**src/rtl/servo_pwm_tick.sv**
```systemverilog
// Purpose: free-running timebase (n_clk/tick) plus N_CH frame-aligned hobby-servo PWM outputs.
// Latency: a code latched at frame start shows on angle one clk after that edge; n_clk/tick are registered.
// Backpressure: none; all counters free-run and value is sampled only at frame start, so no flow control exists.
//
// Ports:
//   clk    - system clock, all state on the rising edge
//   reset  - asynchronous active-low reset
//   value  - packed 3-bit angle codes, channel i = value[3i+2:3i]
//   angle  - registered PWM output, bit i serves channel i
//   n_clk  - square wave toggling every SEC_CYCLES clocks
//   tick   - one-cycle strobe coincident with each n_clk toggle
module servo_pwm_tick #(
  parameter int N_CH          = 5,
  parameter int PERIOD_CYCLES = 1_000_000,
  parameter int STEP_CYCLES   = 25_000,
  parameter int SEC_CYCLES    = 50_000_000
) (
  input  logic              clk,
  input  logic              reset,
  input  logic [3*N_CH-1:0] value,
  output logic [N_CH-1:0]   angle,
  output logic              n_clk,
  output logic              tick
);

  // Counter widths; guarded so a limit of 1 still yields a legal 1-bit counter.
  localparam int FW = (PERIOD_CYCLES > 1) ? $clog2(PERIOD_CYCLES) : 1;
  localparam int SW = (SEC_CYCLES > 1) ? $clog2(SEC_CYCLES) : 1;
  // Width registers must hold 5*STEP_CYCLES exactly, hence the +1.
  localparam int WW = $clog2(5 * STEP_CYCLES + 1);
  // Comparison width covers both operands so a width larger than the frame
  // (misparameterisation) compares correctly and simply holds the output high.
  localparam int CW = (FW > WW) ? FW : WW;

  localparam logic [FW-1:0] F_LAST = FW'(PERIOD_CYCLES - 1);
  localparam logic [SW-1:0] S_LAST = SW'(SEC_CYCLES - 1);

  // Angle code to pulse width in clk cycles; 0, 6 and 7 switch the channel off.
  function automatic logic [WW-1:0] decode_width(input logic [2:0] code);
    logic [WW-1:0] w;
    w = '0;
    case (code)
      3'd1:    w = WW'(1 * STEP_CYCLES);
      3'd2:    w = WW'(2 * STEP_CYCLES);
      3'd3:    w = WW'(3 * STEP_CYCLES);
      3'd4:    w = WW'(4 * STEP_CYCLES);
      3'd5:    w = WW'(5 * STEP_CYCLES);
      default: w = '0;
    endcase
    return w;
  endfunction

  // ---------------------------------------------------------------------------
  // Frame counter
  // ---------------------------------------------------------------------------
  logic [FW-1:0] fcnt;
  logic          frame_start;

  assign frame_start = (fcnt == '0);

  always_ff @(posedge clk or negedge reset) begin
    if (!reset) begin
      fcnt <= '0;
    end else if (fcnt == F_LAST) begin
      fcnt <= '0;
    end else begin
      fcnt <= fcnt + FW'(1);
    end
  end

  // ---------------------------------------------------------------------------
  // Per-channel width latch and PWM compare
  // ---------------------------------------------------------------------------
  logic [N_CH-1:0][WW-1:0] width_q;
  logic [N_CH-1:0][WW-1:0] width_eff;
  logic [N_CH-1:0]         angle_nxt;

  // Widths only move at frame start, so a mid-frame code change can never
  // truncate or stretch a pulse already in progress.
  always_ff @(posedge clk or negedge reset) begin
    if (!reset) begin
      width_q <= '0;
    end else if (frame_start) begin
      for (int i = 0; i < N_CH; i++) begin
        width_q[i] <= decode_width(value[3*i +: 3]);
      end
    end
  end

  // On the frame-start edge the freshly decoded width is used directly, so the
  // pulse begins the cycle after the latching edge rather than one frame late.
  always_comb begin
    width_eff = width_q;
    angle_nxt = '0;
    for (int i = 0; i < N_CH; i++) begin
      if (frame_start) begin
        width_eff[i] = decode_width(value[3*i +: 3]);
      end
      angle_nxt[i] = (CW'(fcnt) < CW'(width_eff[i]));
    end
  end

  always_ff @(posedge clk or negedge reset) begin
    if (!reset) begin
      angle <= '0;
    end else begin
      angle <= angle_nxt;
    end
  end

  // ---------------------------------------------------------------------------
  // Second timebase
  // ---------------------------------------------------------------------------
  logic [SW-1:0] scnt;
  logic          sec_wrap;

  assign sec_wrap = (scnt == S_LAST);

  always_ff @(posedge clk or negedge reset) begin
    if (!reset) begin
      scnt  <= '0;
      n_clk <= 1'b0;
      tick  <= 1'b0;
    end else begin
      scnt  <= sec_wrap ? '0 : scnt + SW'(1);
      n_clk <= n_clk ^ sec_wrap;
      tick  <= sec_wrap;
    end
  end

endmodule

```
**config.mk**
```make
export PLATFORM = sky130hd
export DESIGN_NAME = servo_pwm_tick
export DESIGN_NICKNAME = d
export VERILOG_FILES = /design/src/rtl/servo_pwm_tick.sv
export SDC_FILE = /design/constraint.sdc
export NUM_CORES = 1
export LEC_CHECK = 0
export ABC_AREA = 1
export BUFFER_PORTS_ARGS = -buffer_cell sky130_fd_sc_hd__buf_2
export CAP_MARGIN = 20
export CELL_PAD_IN_SITES_DETAIL_PLACEMENT = 0
export CELL_PAD_IN_SITES_GLOBAL_PLACEMENT = 1
export CORE_MARGIN = 8
export CORE_UTILIZATION = 43
export DETAILED_ROUTE_END_ITERATION = 6
export PLACE_DENSITY = 0.82
export SLEW_MARGIN = 20
export SYNTH_ARGS = -nofsm -noshare
export SYNTH_HDL_FRONTEND = slang
export SYNTH_SLANG_ARGS = --single-unit
```
**constraint.sdc**
```tcl
create_clock -name clk -period 2.44 [get_ports clk]
set_input_delay 0.122 -clock clk [delete_from_list [all_inputs] [get_ports clk]]
set_output_delay 0.122 -clock clk [all_outputs]
set_load 0.02 [all_outputs]
```
Yosys cells after proc, flatten, opt, wreduce, memory -nomap -nowiden:

Cells that the tools add are included.
W data, S select, Z words.

* bits in writable memories: 0
* output and inout port bits: 7
* ROM bits: 0
* bits in registers: 138
* bits in latches: 0
* logic and storage cells: 58
* memories kept: 0

* shift operators: 0
* bitwise operators: 1
* equal/unequal tests: 27
* reductions and logical operators: 1
* mux-type cells: 12
* multiply operators: 0
* order comparisons: 5
* divide/modulo/power cells: 0
* add/sub/neg operators: 2

Operator list (count)
* $pmux W17 S5: 5
* $lt A20 B17 Y1: 5
* $mux W17: 5
* $eq A3 B2 Y1 const B: 10
* $eq A3 B3 Y1 const B: 10
* $add A26 B1 Y26 const B: 1
* $eq A26 B26 Y1 const B: 1
* $mux W26: 1
* $add A20 B1 Y20 const B: 1
* $eq A20 B20 Y1 const B: 1
* $logic_not A20 Y1: 1
* $mux W20: 1
* $eq A3 B1 Y1 const B: 5
* $xor A1 B1 Y1: 1

Logic depth before layout (Yosys ltp):

Gate-level depths: netlist of the first run.

* word-level depth: 4
* mapped depth: 20
* mapped depth without buffers: 19

Least setup slack after synthesis of the first run:

Ideal clock, no wire load.

* kind: reg-to-reg
* start: reg fcnt[13]
* end: reg angle[0]
* stages on the path, launching flop included: 14
* slack: 0.144 ns
* data arrival time: 2.171 ns
* cells stage by stage: dfrtp_1 nor2_4 inv_2 nor2_4 nand3_2 clkbuf_2 o21ai_2 inv_1 ha_1 nand2_1 nor2_1 nand4_1 nor3b_1 a21oi_1

* longest elaborated chain between the ends: 3

Ends and longest elaborated chain
* from (decl): line 56 `logic [FW-1:0] fcnt;`
* from (signal assigned): line 67 `fcnt <= fcnt + FW'(1);`
* $logic_not A20 Y1: line 59 `assign frame_start = (fcnt == '0);`
* $mux W17: line 96 `if (frame_start) begin`
* $lt A20 B17 Y1 *: line 99 `angle_nxt[i] = (CW'(fcnt) < CW'(width_eff[i]));`
* named net angle_nxt[0]: line 76 `logic [N_CH-1:0] angle_nxt;`
* to (signal assigned): line 107 `angle <= angle_nxt;`
* to (decl): line 21 `output logic [N_CH-1:0] angle,`

The timed path passes the listed nets; every way through them passes the cells marked *.
A chain may end at the register's enable or synchronous reset.

Final worst setup path of the first run:

* start: reg fcnt[0]
* end: reg angle[2]

Same word-level chain as after synthesis.

==> results.md, run 1 <==
Outcome:
- The run finished, with violations left.
- The final reports fail on negative setup slack.

Logic synthesis:
- Counting flops with a built-in enable in the synthesized netlist gives 0.
- Counting every net in the synthesized netlist gives 1060.
- The flip-flop and latch count after synthesis is 108.
- Yosys printed 0 warnings.
- The share of synthesized flip-flops with an asynchronous set or reset is 1.00.
- The mapped netlist covers 7380 um^2.
- In the post-synthesis netlist, the biggest area contributors are sky130_fd_sc_hd__dfrtp_1 37%, sky130_fd_sc_hd__ha_1 12%, sky130_fd_sc_hd__nand2_1 11%.
- The cell type contributing the most total cell area after synthesis is sky130_fd_sc_hd__dfrtp_1.
- Of the synthesized area, sequential elements account for 0.366.
- The synthesized netlist contains 35 unique library cells.
- The post-synthesis average cell area is 7.59 um^2.
- Synthesis handed over a netlist of 972 instances.
- The flip-flop cell with the highest count after synthesis is sky130_fd_sc_hd__dfrtp_1.
- The share of the synthesized area in the top cell type is 0.366.

Routing:
- In the routed design, unresolved DRC markers number 0.
- The first TritonRoute pass finished after 5 iterations.
- The final wirelength is 18.5 mm.
- Using the TritonRoute via totals, the vias-per-cell ratio works out to 5.00.
- The number of DRC markers after the initial detailed-route iteration is 339.
- The via total after detailed routing is 6465.
- After detailed routing, the average wire length per cell comes to 14.3 um.
- The residual antenna-violating net count after detailed routing is 0.

Floorplanning:
- Pin placement for this block handled 24 I/O pins.
- The die height is 147 um.
- In this run the horizontal extent of the chip is 147 um.
- The effective utilization at floorplan is 0.432.
- The area of the die is 21600 um^2.
- The number of cell rows is 48.
- The core region is 17100 um^2.

Timing:
- Subtracting the final worst setup slack from the clock period gives 2.50 ns.
- In the post-route analysis, the smallest setup slack over all paths is -0.0629 ns.
- The count of final setup violators is 5.
- The total count of max-transition violations in the final report came to 0.
- The maximum frequency from static timing analysis is 400 MHz.
- In the finished design, the share of the clock period the worst path needs comes to 1.03.
- At the pin with the least slew margin, the transition time is 0.618 ns.
- The setup clock skew after layout is 0.0106 ns.
- The final-layout worst hold slack is 0.148 ns.
- Measured against its own limit, the worst slew margin works out to 0.588.
- The count of endpoints failing hold in the final timing report is 0.
- Setup repair after global routing could not meet its margin everywhere.

Setup path:
- The worst register-to-register path has a setup slack of -0.06 ns.
- The cell count of the worst reg-to-reg path is 18.
- The required time of the critical path is 2.70 ns.
- In this run the critical register-to-register path is captured at angle[2].
- In this run the worst path has a maximum fanout of 4.
- The startpoint identified for the worst register-to-register timing path is fcnt[0].
- STA classifies the critical path startpoint as a flip-flop.
- The worst setup path is of the flip-flop to flip-flop kind.
- The arrival time of the worst setup path is 2.76 ns.
- STA classifies the critical path endpoint as a flip-flop.

Power:
- The sequential share of power is 0.467.
- The peak ir drop on the vdd network is 340 uV.
- The net switching power figure is 0.00113 W.
- The clock group share of total power is 0.394.
- The standby leakage power is 4.62 nW.
- The net switching fraction of the power is 0.281.
- After layout, the design draws a total of 0.00402 W.
- The power per cell area is 449 nW/um^2.
- The combinational share of power is 0.139.
- The cell-internal power is 0.00289 W.

Flow run:
- The max-capacitance violation count is 0.

Min path:
- The worst hold path passes through 4 cells.
- The path class of the tightest hold or removal check is primary input to flip-flop.
- The sink of the worst hold path is width_q[77].
- The origin of the worst min-delay path is value[12].

Clocking:
- The maximum count of clock buffers along a single path is 2.
- Clock tree synthesis found a total of 108 sinks.
- Clock-pin slew was measured on the worst setup and hold paths at 0.08 ns.
- The H-tree generated during clock tree synthesis spans 3 levels.
- The master cell of the clock root buffer is sky130_fd_sc_hd__clkbuf_16.
- The total clock buffers created by CTS is 9.
- For the worst-skew pair, the clock arrives at the later sink with an insertion delay of 0.36 ns.
- The TritonCTS clock tree is built.

Final layout:
- The library cell used most frequently in the layout, excluding fill and tap cells, is sky130_fd_sc_hd__nand2_1.
- Of the cells placed in the final design, the portion with a size suffix greater than 1 is 0.196.
- 0 antenna diodes ended up in the layout.
- The utilization after layout is 0.526.
- In the layout the commonest cells are 201 x sky130_fd_sc_hd__nand2_1, 146 x sky130_fd_sc_hd__inv_1, 108 x sky130_fd_sc_hd__dfrtp_1.
- The post-layout instance area is 8970 um^2.
- After the last flow step, the layout net total stands at 1150.
- The synthesis-to-finish area growth is 21.6%.

Placement:
- During placement, the flow inserted port buffers numbering 23.
- The cell area reported after detailed placement is 8140 um^2.
- The half-perimeter wire length after placement is 13.5 mm.
- The global placer's final weighted congestion is 0.853.
- The worst slack after detailed placement is -0.192 ns.

Global route:
- In the global route stage, overall resource usage came out at 0.177.
- The global-route wire length before repair is 31.1 mm.
- The maximum number of pins on one net before global-route repair is 109.
- The overflow left after global routing is 0.
- The initial antenna violation count is 0.
- The via count of the first global-routing pass is 6299.
sequential cells by signal (all words and copies together), names as in the netlist:
signal and flops:
tick 1, width_q 55, n_clk 1, fcnt 20, angle 5, scnt 26
cell families after synthesis:
| logic type | Yosys count | synth area share |
|---|---|---|
| flip-flops | 108 | 0.366 |
| AND/OR/NAND/NOR | 438 | 0.257 |
| adder cells (fa/ha/maj) | 71 | 0.120 |
| XOR/XNOR | 26 | 0.0309 |
| AO/OA/AOI/OAI | 156 | 0.125 |
| buffers and inverters | 173 | 0.100 |
critical path: stages, from the launching register on:
cell and delay, ns:
sky130_fd_sc_hd__dfrtp_1 0.38, sky130_fd_sc_hd__inv_1 0.06, sky130_fd_sc_hd__ha_2 0.17, sky130_fd_sc_hd__inv_2 0.05, sky130_fd_sc_hd__nor2_2 0.06, sky130_fd_sc_hd__nand2_1 0.07, sky130_fd_sc_hd__nor2_2 0.13, sky130_fd_sc_hd__nand3_4 0.15
sky130_fd_sc_hd__clkinvlp_4 0.15, sky130_fd_sc_hd__buf_12 0.13, sky130_fd_sc_hd__buf_6 0.09, sky130_fd_sc_hd__o211ai_1 0.07, sky130_fd_sc_hd__nand2_1 0.11, sky130_fd_sc_hd__inv_2 0.05, sky130_fd_sc_hd__ha_4 0.27, sky130_fd_sc_hd__nand3_4 0.08
sky130_fd_sc_hd__nor3_4 0.13, sky130_fd_sc_hd__and3_1 0.17, sky130_fd_sc_hd__a21oi_1 0.06
per-layer routing:
metal | vias to the layer above | GRT usage | wire, um
li1 | 3340 | - | -
met1 | 2968 | 0.235 | 8780
met2 | 135 | 0.289 | 8710
met3 | 22 | 0.0329 | 752
met4 | 0 | 0.0484 | 291
met5 | - | 0 | 0
per-stage QoR:
step	cells	setup TNS, ns
6_report	1292	-0.216
3_3_place_gp	1266	-0.409
3_5_place_dp	1266	-0.633
5_1_grt	1292	-1.10
4_1_cts	1291	-0.303
2_1_floorplan	972	0
layout make-up:
class | count | area [um^2]
Timing Repair Buffer | 93 | 767
Sequential cell | 108 | 2700
Multi-Input combinational cell | 691 | 4290
Fill cell | 1628 | 8090
Tap cell | 225 | 282
Clock inverter | 7 | 92.6
Clock buffer | 9 | 225
Inverter | 159 | 603
worst max path at each step:
stage	start	endpoint	slack, ns	depth (start not counted)
4_1_cts	fcnt[0]	angle[4]	-0.08	18
5_1_grt	fcnt[7]	angle[1]	-0.27	17
2_1_floorplan	fcnt[13]	angle[0]	0.14	13
3_5_place_dp	fcnt[0]	angle[4]	-0.19	17
6_report	fcnt[0]	angle[2]	-0.06	18
3_3_place_gp	fcnt[0]	angle[4]	-0.13	17
power by group through the flow:
stage / logic, W / clock network [W] / registers, W
6_report: 0.000559 / 0.00158 / 0.00188
2_1_floorplan: 0.000320 / 0 / 0.00192
4_1_cts: 0.000523 / 0.00163 / 0.00188
3_3_place_gp: 0.000488 / 0 / 0.00191
3_5_place_dp: 0.000491 / 0 / 0.00191
5_1_grt: 0.000644 / 0.00169 / 0.00189
repair_timing:
action / in CTS / in global routing
endpoints found under the setup margin: 5 / 5
buffers inserted: 7 / 1
pin swaps: 25 / 15
gates resized for setup: 40 / 40
hold buffers: 1 / 0
endpoints found under the hold margin: 108 / 0
cloned: 1 / 0
cells in the mapped netlist (6+ instances only):
| library cell | number |
|---|---|
| sky130_fd_sc_hd__nand4_1 | 23 |
| sky130_fd_sc_hd__buf_6 | 8 |
| sky130_fd_sc_hd__nor3_1 | 28 |
| sky130_fd_sc_hd__ha_1 | 71 |
| sky130_fd_sc_hd__xnor2_1 | 6 |
| sky130_fd_sc_hd__nor2_1 | 98 |
| sky130_fd_sc_hd__xor2_1 | 20 |
| sky130_fd_sc_hd__or2_2 | 7 |
| sky130_fd_sc_hd__dfrtp_1 | 108 |
| sky130_fd_sc_hd__o21ai_1 | 17 |
| sky130_fd_sc_hd__nand2_1 | 211 |
| sky130_fd_sc_hd__o21ai_0 | 41 |
| sky130_fd_sc_hd__nand3_1 | 53 |
| sky130_fd_sc_hd__o21ai_2 | 29 |
| sky130_fd_sc_hd__inv_1 | 155 |
| sky130_fd_sc_hd__a21oi_1 | 55 |
(Power assumes the default switching activity.)
==> inputs of run 2 (changes only) <==
- ABC_AREA: 1 -> not set
- CAP_MARGIN: 20 -> not set
- CORE_UTILIZATION: 43 -> 44
- PLACE_DENSITY: 0.82 -> 0.83
==> run 2 against run 1 <==
Against the previous run:
- the run still ends with negative setup slack left
- flip-flop and latch count is the same
- worst setup slack got worse by 0.85 ns
- synthesized cell count shrank 21%
- critical path depth decreased by 5
- utilization grew 2.5 points
- power is 1.7% lower
- die area fell by 7.2%
- global-route usage up 0.58 points
- first-iteration DRC count up 5.9%
- combinational power grew 11%
- critical path type unchanged
- highest routed layer unchanged
==> results.md, run 2 <==
Final layout:
- The number of cells in the finished layout apart from fillers is 1090 (was 1292).
- The fraction of layout instances using a drive strength above 1 is 0.230 (was 0.196).
- The register bank with the most flops is width_q (unchanged).
- Largest regs: width_q: 55 flops, scnt: 26 flops, fcnt: 20 flops (unchanged).
- The final net count is 957 (was 1150).
- The total inserted antenna cells is 0 (unchanged).
- Most frequent cells in the layout: 107 x sky130_fd_sc_hd__dfrtp_1, 81 x sky130_fd_sc_hd__buf_4, 78 x sky130_fd_sc_hd__nor2_1 (was 201 x sky130_fd_sc_hd__nand2_1, 146 x sky130_fd_sc_hd__inv_1, 108 x sky130_fd_sc_hd__dfrtp_1).
- The number of flip-flops in the largest register is 55 (unchanged).
- The synthesis-to-finish area growth is 24.3% (was 21.6%).
- The most common cell after layout, fill and taps aside is sky130_fd_sc_hd__dfrtp_1 (was sky130_fd_sc_hd__nand2_1).

Logic synthesis:
- The cell type contributing the most total cell area after synthesis is sky130_fd_sc_hd__dfrtp_1 (unchanged).
- The mapped cell area is 6940 um^2 (was 7380 um^2).
- The post-synthesis average cell area is 9.03 um^2 (was 7.59 um^2).
- The mux cell area share after synthesis came to 0.0278 (was 0).
- The fraction of the yosys area taken by sequential cells came to 0.390 (was 0.366).
- The adder and majority cell fraction of the synthesized area is 0.128 (was 0.120).
- The synthesized-area fraction occupied by ao, oa, aoi and oai cells was 0.158 (was 0.125).
- The number of instances in the synthesized netlist is 768 (was 972).
- The number of warnings reported in the yosys synthesis log is 0 (unchanged).
- The number of enable-type register cells in the synthesized netlist was 0 (unchanged).
- The most frequent cell after synthesis is sky130_fd_sc_hd__dfrtp_1 (was sky130_fd_sc_hd__nand2_1).
- The flip-flop and latch count after synthesis is 108 (unchanged).
- The number of nets produced by synthesis is 856 (was 1060).
- The number of distinct library cells after synthesis is 52 (was 35).
- The dominant combinational cell family by area after synthesis is simple AND/OR/NAND/NOR gates (unchanged).
- Top cells by area in the synthesized netlist: sky130_fd_sc_hd__dfrtp_1 39%, sky130_fd_sc_hd__ha_1 13%, sky130_fd_sc_hd__a21oi_1 4.5% (was sky130_fd_sc_hd__dfrtp_1 37%, sky130_fd_sc_hd__ha_1 12%, sky130_fd_sc_hd__nand2_1 11%).
- The XOR/XNOR share of the synthesized area was 0.0530 (was 0.0309).
- The share of the synthesized area in the top cell type is 0.390 (was 0.366).
- The share of synthesized flip-flops with an asynchronous set or reset is 1.00 (unchanged).
- Commonest cells in the synthesized netlist: 108 x sky130_fd_sc_hd__dfrtp_1, 78 x sky130_fd_sc_hd__nor2_1, 71 x sky130_fd_sc_hd__ha_1 (was 211 x sky130_fd_sc_hd__nand2_1, 155 x sky130_fd_sc_hd__inv_1, 108 x sky130_fd_sc_hd__dfrtp_1).
- The simple-gate share of the synthesized area is 0.200 (was 0.257).
- The flip-flop cell with the highest count after synthesis is sky130_fd_sc_hd__dfrtp_1 (unchanged).

Clocking:
- The number of H-tree levels is 3 (unchanged).
- The maximum count of clock buffers along a single path is 2 (unchanged).
- The TritonCTS clock tree is built (unchanged).
- The total clock buffers created by CTS was 9 (unchanged).
- The master cell of the clock root buffer is sky130_fd_sc_hd__clkbuf_16 (unchanged).
- The clock latency on the worst-skew pair is 0.36 ns (about the same).
- The clock sink count is 108 (unchanged).
- The clock transition time at the flip-flop clock pins of the worst setup and hold paths is 0.08 ns (about the same).

Setup path:
- The launching instance or port of the critical path is fcnt[0] (unchanged).
- The critical path's top delay family is compound AO/OA/AOI/OAI gates (was simple AND/OR/NAND/NOR gates).
- The startpoint kind of the worst setup timing path is a flip-flop (unchanged).
- The maximum fanout along the worst path is 15 (was 4).
- The arrival time of the worst setup path was 3.64 ns (was 2.76 ns).
- The worst setup path category is flip-flop to flip-flop (unchanged).
- Critical path cell sequence: inv_1 -> ha_1 -> or4b_4 -> or3_4 -> or2_4 -> buf_12 -> o21a_4 -> ha_4 -> a21oi_2 -> a31oi_1 -> a211o_1 -> a2111o_1 -> a31oi_1 (was inv_1 -> ha_2 -> inv_2 -> nor2_2 -> nand2_1 -> nor2_2 -> nand3_4 -> clkinvlp_4 -> buf_12 -> buf_6 -> o211ai_1 -> nand2_1 -> inv_2 -> ha_4 -> nand3_4 -> nor3_4 -> and3_1 -> a21oi_1).
- The critical register-to-register path startpoint is fcnt[0] (unchanged).
- The slowest cell on the critical path is sky130_fd_sc_hd__or4b_4 (was sky130_fd_sc_hd__dfrtp_1).
- The largest stage delay on the critical path is 0.46 ns (was 0.38 ns).
- The required time of the critical path was 2.72 ns (was 2.70 ns).
- The cell that appears most often on the critical path is sky130_fd_sc_hd__a31oi_1.
- The kind of end point of the critical path was a flip-flop (unchanged).
- The cell count of the worst reg-to-reg path was 13 (was 18).
- The logic depth of the worst path, buffers included is 13 (was 18).
- The count of buffering cells on the critical path with inverters included is 2 (was 6).

Timing:
- The normalized max-slew margin is 0.544 (was 0.588).
- The final-layout worst hold slack is 0.137 ns (was 0.148 ns).
- The setup clock skew after layout was 0.0115 ns (was 0.0106 ns).
- The count of final setup violators was 10 (was 5).
- The period utilization is 1.38 (was 1.03).
- The slew at the pin closest to its max-slew limit came to 0.677 ns (was 0.618 ns).
- The slack of the critical path is -0.916 ns (was -0.0629 ns).
- The maximum frequency from static timing analysis came to 298 MHz (was 400 MHz).
- Setup repair after global routing missed its margin: true (unchanged).
- The post-route minimum period is 3.36 ns (was 2.50 ns).
- The count of endpoints failing hold in the final timing report is 0 (unchanged).
- The total count of max-transition violations in the final report is 0 (unchanged).

Power:
- The peak ir drop on the vdd network is 325 uV (was 340 uV).
- The standby leakage power is 4.05 nW (was 4.62 nW).
- The power per cell area is 459 nW/um^2 (was 449 nW/um^2).

Outcome:
- Result of the run: complete, but fails checks (unchanged).
- Failing checks: negative setup slack (unchanged).

Floorplanning:
- The area of the die is 20000 um^2 (was 21600 um^2).
- The I/O pin count is 24 (unchanged).
- The area of the core came to 15700 um^2 (was 17100 um^2).
- The die height is 142 um (was 147 um).
- The width of the chip was 142 um (was 147 um).
- The effective utilization at floorplan is 0.443 (was 0.432).
- The number of cell rows was 46 (was 48).

Routing:
- The number of detailed-routing iterations run before antenna repair is 5 (unchanged).
- The via total after detailed routing is 6006 (was 6465).
- The count of unresolved DRC violations after routing came to 0 (unchanged).
- The final wirelength is 17.5 mm (was 18.5 mm).
- The detail-routed via count per cell is 5.51 (was 5.00).
- The average wire per standard cell was 16.1 um (was 14.3 um).
- The residual antenna-violating net count after detailed routing is 0 (unchanged).
- The number of DRC markers after the initial detailed-route iteration is 359 (was 339).

Global route:
- The initial antenna violation count is 0 (unchanged).
- The maximum number of pins on one net before global-route repair is 63 (was 109).
- The overflow left after global routing is 0 (unchanged).
- The total routing resource utilization after global routing was 0.182 (was 0.177).
- The global-route wire length before repair is 29.2 mm (was 31.1 mm).
- The via count of the first global-routing pass came to 6012 (was 6299).

Placement:
- The worst slack after detailed placement is -1.22 ns (was -0.192 ns).
- The half-perimeter wire length after placement is 12.3 mm (was 13.5 mm).
- The number of placed instances, taps included is 1066 (was 1266).
- The global placer's final weighted congestion is 0.856 (was 0.853).
- The number of port buffers was 23 (unchanged).

Flow run:
- The max-capacitance violation count is 0 (unchanged).

Min path:
- The worst min-delay path category was primary input to async pin (was primary input to flip-flop).
run 2: stage by stage:
step	setup TNS (ns)	total power, W	area [um^2]	util
2_1_floorplan	-4.75	0.00226	7000	-
3_3_place_gp	-7.51	0.00247	7930	0.507
3_5_place_dp	-10.53	0.00250	7930	0.507
4_1_cts	-4.64	0.00397	8480	0.542
5_1_grt	-5.44	0.00415	8620	0.551
6_report	-4.36	0.00395	8620	0.551
run 2: cells by family after synthesis:
logic type,Yosys count
AO/OA/AOI/OAI,181
XOR/XNOR,42
adder cells (fa/ha/maj),71
buffers and inverters,67
flip-flops,108
multiplexers,19
AND/OR/NAND/NOR,280
run 2: report_power, final:
part           switching, W  leakage (nW)  internal [W]
combinational      0.000344          2.50      0.000279
clock              0.000711         0.144      0.000731
sequential        0.0000329          1.40       0.00186
run 2: final cells by class:
cell class	count	area, um^2
Sequential cell	108	2700
Timing Repair Buffer	118	963
Multi-Input combinational cell	593	4260
Clock buffer	10	239
Clock inverter	6	45.0
Inverter	39	146
Tap cell	216	270
Fill cell	1405	7030
run 2: worst paths after layout:
kind / endpoint / slack (ns)
hold reg to reg: width_q[42] / 0.46
min in group clk: width_q[24] / 0.18
max in group asynchronous: fcnt[5] / 1.53
setup / recovery: angle[2] / -0.92
hold / removal: width_q[58] / 0.14
setup reg to reg: angle[2] / -0.92
run 2: what timing repair did:
item                                    in CTS  in global routing
hold buffers                                 1                  0
cloned                                       2                  0
endpoints found under the setup margin      42                 18
setup buffers                                3                  3
hold endpoints to repair                   108                  0
gates resized for setup                     32                 26
pin swaps                                    8                  3
run 2: per-layer routing:
layer | part of all wire | track usage
met3 | 0.038 | 0.0289
met2 | 0.45 | 0.290
met1 | 0.48 | 0.242
met4 | 0.026 | 0.0786
met5 | 0 | 0
==> inputs of run 3 (changes only) <==
- PLACE_DENSITY: 0.83 -> not set
- PLACE_DENSITY_LB_ADDON: not set -> 0.3
- REMOVE_ABC_BUFFERS: not set -> 1
==> run 3 against run 2 <==
Against the previous run:
- the run still ends with negative setup slack left
- register-to-register slack worse by 0.05 ns
- via count up 0.98%
- die area unchanged
- sequential power about the same
- flip-flop and latch count unchanged
- clock power up 14%
- worst setup slack worse by 0.051 ns
- design area up 4.3%
- hold slack better by 0.060 ns
- power up 5.6%
==> results.md, run 3 (synthesized netlist as in run 2, its figures left out) <==
Power:
- The peak ir drop on the vdd network is 344 uV (was 325 uV).
- The standby leakage power is 4.23 nW (was 4.05 nW).
- The power per cell area is 464 nW/um^2 (was 459 nW/um^2).

Final layout:
- Largest regs: width_q: 55 flops, scnt: 26 flops, fcnt: 20 flops (unchanged).
- The register bank with the most flops is width_q (unchanged).
- The most common cell after layout, fill and taps aside was sky130_fd_sc_hd__dfrtp_1 (unchanged).
- The fraction of layout instances using a drive strength above 1 is 0.258 (was 0.230).
- The number of cells in the finished layout apart from fillers was 1113 (was 1090).
- The number of flip-flops in the largest register came to 55 (unchanged).
- The total inserted antenna cells is 0 (unchanged).
- The final net count is 980 (was 957).
- The synthesis-to-finish area growth came to 29.6% (was 24.3%).
- Most frequent cells in the layout: 108 x sky130_fd_sc_hd__dfrtp_1, 88 x sky130_fd_sc_hd__buf_4, 78 x sky130_fd_sc_hd__nor2_1 (was 107 x sky130_fd_sc_hd__dfrtp_1, 81 x sky130_fd_sc_hd__buf_4, 78 x sky130_fd_sc_hd__nor2_1).

Routing:
- The count of unresolved DRC violations after routing is 0 (unchanged).
- The number of DRC markers after the initial detailed-route iteration is 340 (was 359).
- The via total after detailed routing is 6065 (was 6006).
- The residual antenna-violating net count after detailed routing is 0 (unchanged).
- The detail-routed via count per cell is 5.45 (was 5.51).
- The number of detailed-routing iterations run before antenna repair is 4 (was 5).
- The average wire per standard cell is 16.6 um (was 16.1 um).
- The final wirelength is 18.5 mm (was 17.5 mm).

Setup path:
- The kind of end point of the critical path is a flip-flop (unchanged).
- The required time of the critical path is 2.73 ns (was 2.72 ns).
- The arrival time of the worst setup path came to 3.69 ns (was 3.64 ns).
- The cell repeated most along the worst path was sky130_fd_sc_hd__a31oi_1 (unchanged).
- The worst setup path category is flip-flop to flip-flop (unchanged).
- Critical path cell sequence: inv_1 -> ha_2 -> or4b_4 -> or3_4 -> or2_4 -> buf_6 -> nand2_2 -> o21a_1 -> ha_4 -> nand4_1 -> a31oi_1 -> a211o_1 -> a2111o_1 -> a31oi_1 (was inv_1 -> ha_1 -> or4b_4 -> or3_4 -> or2_4 -> buf_12 -> o21a_4 -> ha_4 -> a21oi_2 -> a31oi_1 -> a211o_1 -> a2111o_1 -> a31oi_1).
- The critical path's top delay family is simple AND/OR/NAND/NOR gates (was compound AO/OA/AOI/OAI gates).
- The slack of the worst reg-to-reg path was -0.97 ns (was -0.92 ns).
- The critical register-to-register path startpoint was fcnt[1] (was fcnt[0]).
- The startpoint kind of the worst setup timing path is a flip-flop (unchanged).
- The largest stage delay on the critical path is 0.46 ns (about the same).
- The maximum fanout along the worst path is 9 (was 15).
- The worst flop-to-flop path endpoint is angle[2] (unchanged).
- The count of buffering cells on the critical path with inverters included is 2 (unchanged).
- The slowest cell on the critical path was sky130_fd_sc_hd__or4b_4 (unchanged).
- The cell count of the worst reg-to-reg path came to 14 (was 13).

Floorplanning:
- The effective utilization at floorplan is 0.443 (unchanged).
- The width of the chip is 142 um (unchanged).
- The I/O pin count is 24 (unchanged).
- The number of cell rows was 46 (unchanged).
- The area of the core is 15700 um^2 (unchanged).
- The die height came to 142 um (unchanged).
- The area of the die is 20000 um^2 (unchanged).

Clocking:
- The maximum count of clock buffers along a single path is 2 (unchanged).
- The clock sink count is 108 (unchanged).
- The clock transition time at the flip-flop clock pins of the worst setup and hold paths was 0.08 ns (about the same).
- The number of H-tree levels is 3 (unchanged).
- The total clock buffers created by CTS is 9 (unchanged).
- The clock latency on the worst-skew pair is 0.36 ns (about the same).
- The master cell of the clock root buffer is sky130_fd_sc_hd__clkbuf_16 (unchanged).
- The TritonCTS clock tree is built (unchanged).

Placement:
- The number of placed instances, taps included came to 1070 (was 1066).
- The half-perimeter wire length after placement is 12.8 mm (was 12.3 mm).
- The number of port buffers is 23 (unchanged).
- The global placer's final weighted congestion is 0.843 (was 0.856).
- The worst slack after detailed placement is -1.10 ns (was -1.22 ns).

Timing:
- The maximum frequency from static timing analysis is 293 MHz (was 298 MHz).
- The post-route minimum period is 3.41 ns (was 3.36 ns).
- The total count of max-transition violations in the final report is 0 (unchanged).
- The final-layout worst hold slack is 0.197 ns (was 0.137 ns).
- The slack of the critical path was -0.968 ns (was -0.916 ns).
- The setup clock skew after layout came to 0.00857 ns (was 0.0115 ns).
- Setup repair after global routing missed its margin: true (unchanged).
- The normalized max-slew margin is 0.598 (was 0.544).
- The count of endpoints failing hold in the final timing report is 0 (unchanged).
- The period utilization came to 1.40 (was 1.38).
- The count of final setup violators is 17 (was 10).
- The slew at the pin closest to its max-slew limit is 0.603 ns (was 0.677 ns).

Min path:
- The worst hold path was traced through 4 stages.
- The worst min-delay path category is primary input to flip-flop (was primary input to async pin).
- The origin of the worst min-delay path is value[2].
- The path with the worst hold slack has its endpoint at width_q[8].

Global route:
- The initial antenna violation count came to 0 (unchanged).
- The global-route wire length before repair is 29.6 mm (was 29.2 mm).
- The maximum number of pins on one net before global-route repair was 51 (was 63).
- The overflow left after global routing is 0 (unchanged).
- The total routing resource utilization after global routing is 0.185 (was 0.182).
- The via count of the first global-routing pass came to 6032 (was 6012).

Flow run:
- The max-capacitance violation count was 0 (unchanged).

Outcome:
- Failing checks: negative setup slack (unchanged).
- Result of the run: complete, but fails checks (unchanged).
[run 3: changes by cell type in the layout (fill, tap and decap cells not counted), moves of 3 or more]
cell / previous run / this run
sky130_fd_sc_hd__buf_6: 6 / 12
sky130_fd_sc_hd__ha_4: 9 / 6
sky130_fd_sc_hd__ha_1: 61 / 64
sky130_fd_sc_hd__o21ai_2: 0 / 4
sky130_fd_sc_hd__o21ai_1: 8 / 4
sky130_fd_sc_hd__buf_4: 81 / 88
sky130_fd_sc_hd__clkbuf_16: 9 / 12
sky130_fd_sc_hd__inv_1: 39 / 35
sky130_fd_sc_hd__buf_8: 1 / 4
sky130_fd_sc_hd__inv_2: 0 / 4
sky130_fd_sc_hd__inv_6: 3 / 0
[run 3: layout make-up]
cell class              instances  area (um^2)
clock inverters                 7          108
fillers                      1375         6660
repair buffers                140         1270
flip-flops and latches        108         2700
well taps                     216          270
inverters                      39          146
clock buffers                   9          225
multi-input cells             594         4280
[run 3: metal layers]
layer  routed length, um  track usage
met1                8380        0.234
met3                 670       0.0407
met5                   0            0
met2                9120        0.314
met4                 353       0.0480
[run 3: metrics by stage]
stage | util | power (W) | area (um^2) | setup TNS [ns]
after detailed placement | 0.504 | 0.00250 | 7880 | -7.12
after floorplan | - | 0.00224 | 6780 | -41.27
after global placement | 0.504 | 0.00247 | 7880 | -5.92
after CTS | 0.544 | 0.00418 | 8510 | -7.24
final | 0.574 | 0.00418 | 8990 | -5.57
after global routing | 0.574 | 0.00436 | 8990 | -7.54
[run 3: what timing repair did]
action                                 4_1_cts  5_1_grt
pin swaps                                    7       21
gates resized for setup                     30       63
endpoints found under the hold margin       41        0
setup buffers                                9       18
gates cloned                                 3        3
setup endpoints to repair                   24       39
hold buffers                                 1        0
[run 3: power breakdown]
group          switching, W  total [W]  leakage, nW  internal [W]
Sequential        0.0000358    0.00189         1.40       0.00186
Combinational      0.000357   0.000645         2.66      0.000288
Clock              0.000719    0.00164        0.160      0.000918
Total               0.00111    0.00418         4.23       0.00306
[run 3: worst max-delay path by stage]
stage	endpoint	cells past startpoint	startpoint	slack, ns
detailed placement	angle[1]	13	fcnt[1]	-1.10
floorplan	angle[2]	10	fcnt[5]	-1.92
global placement	angle[3]	15	fcnt[0]	-1.01
finish	angle[2]	14	fcnt[1]	-0.97
CTS	angle[4]	13	fcnt[1]	-1.01
global route	angle[2]	14	fcnt[1]	-1.09
[run 3: worst min-delay path, delay by kind of cell]
family	cells	cell delay, ns
buffers and inverters	2	0.17
multiplexers	1	0.15
AND/OR/NAND/NOR	1	0.07
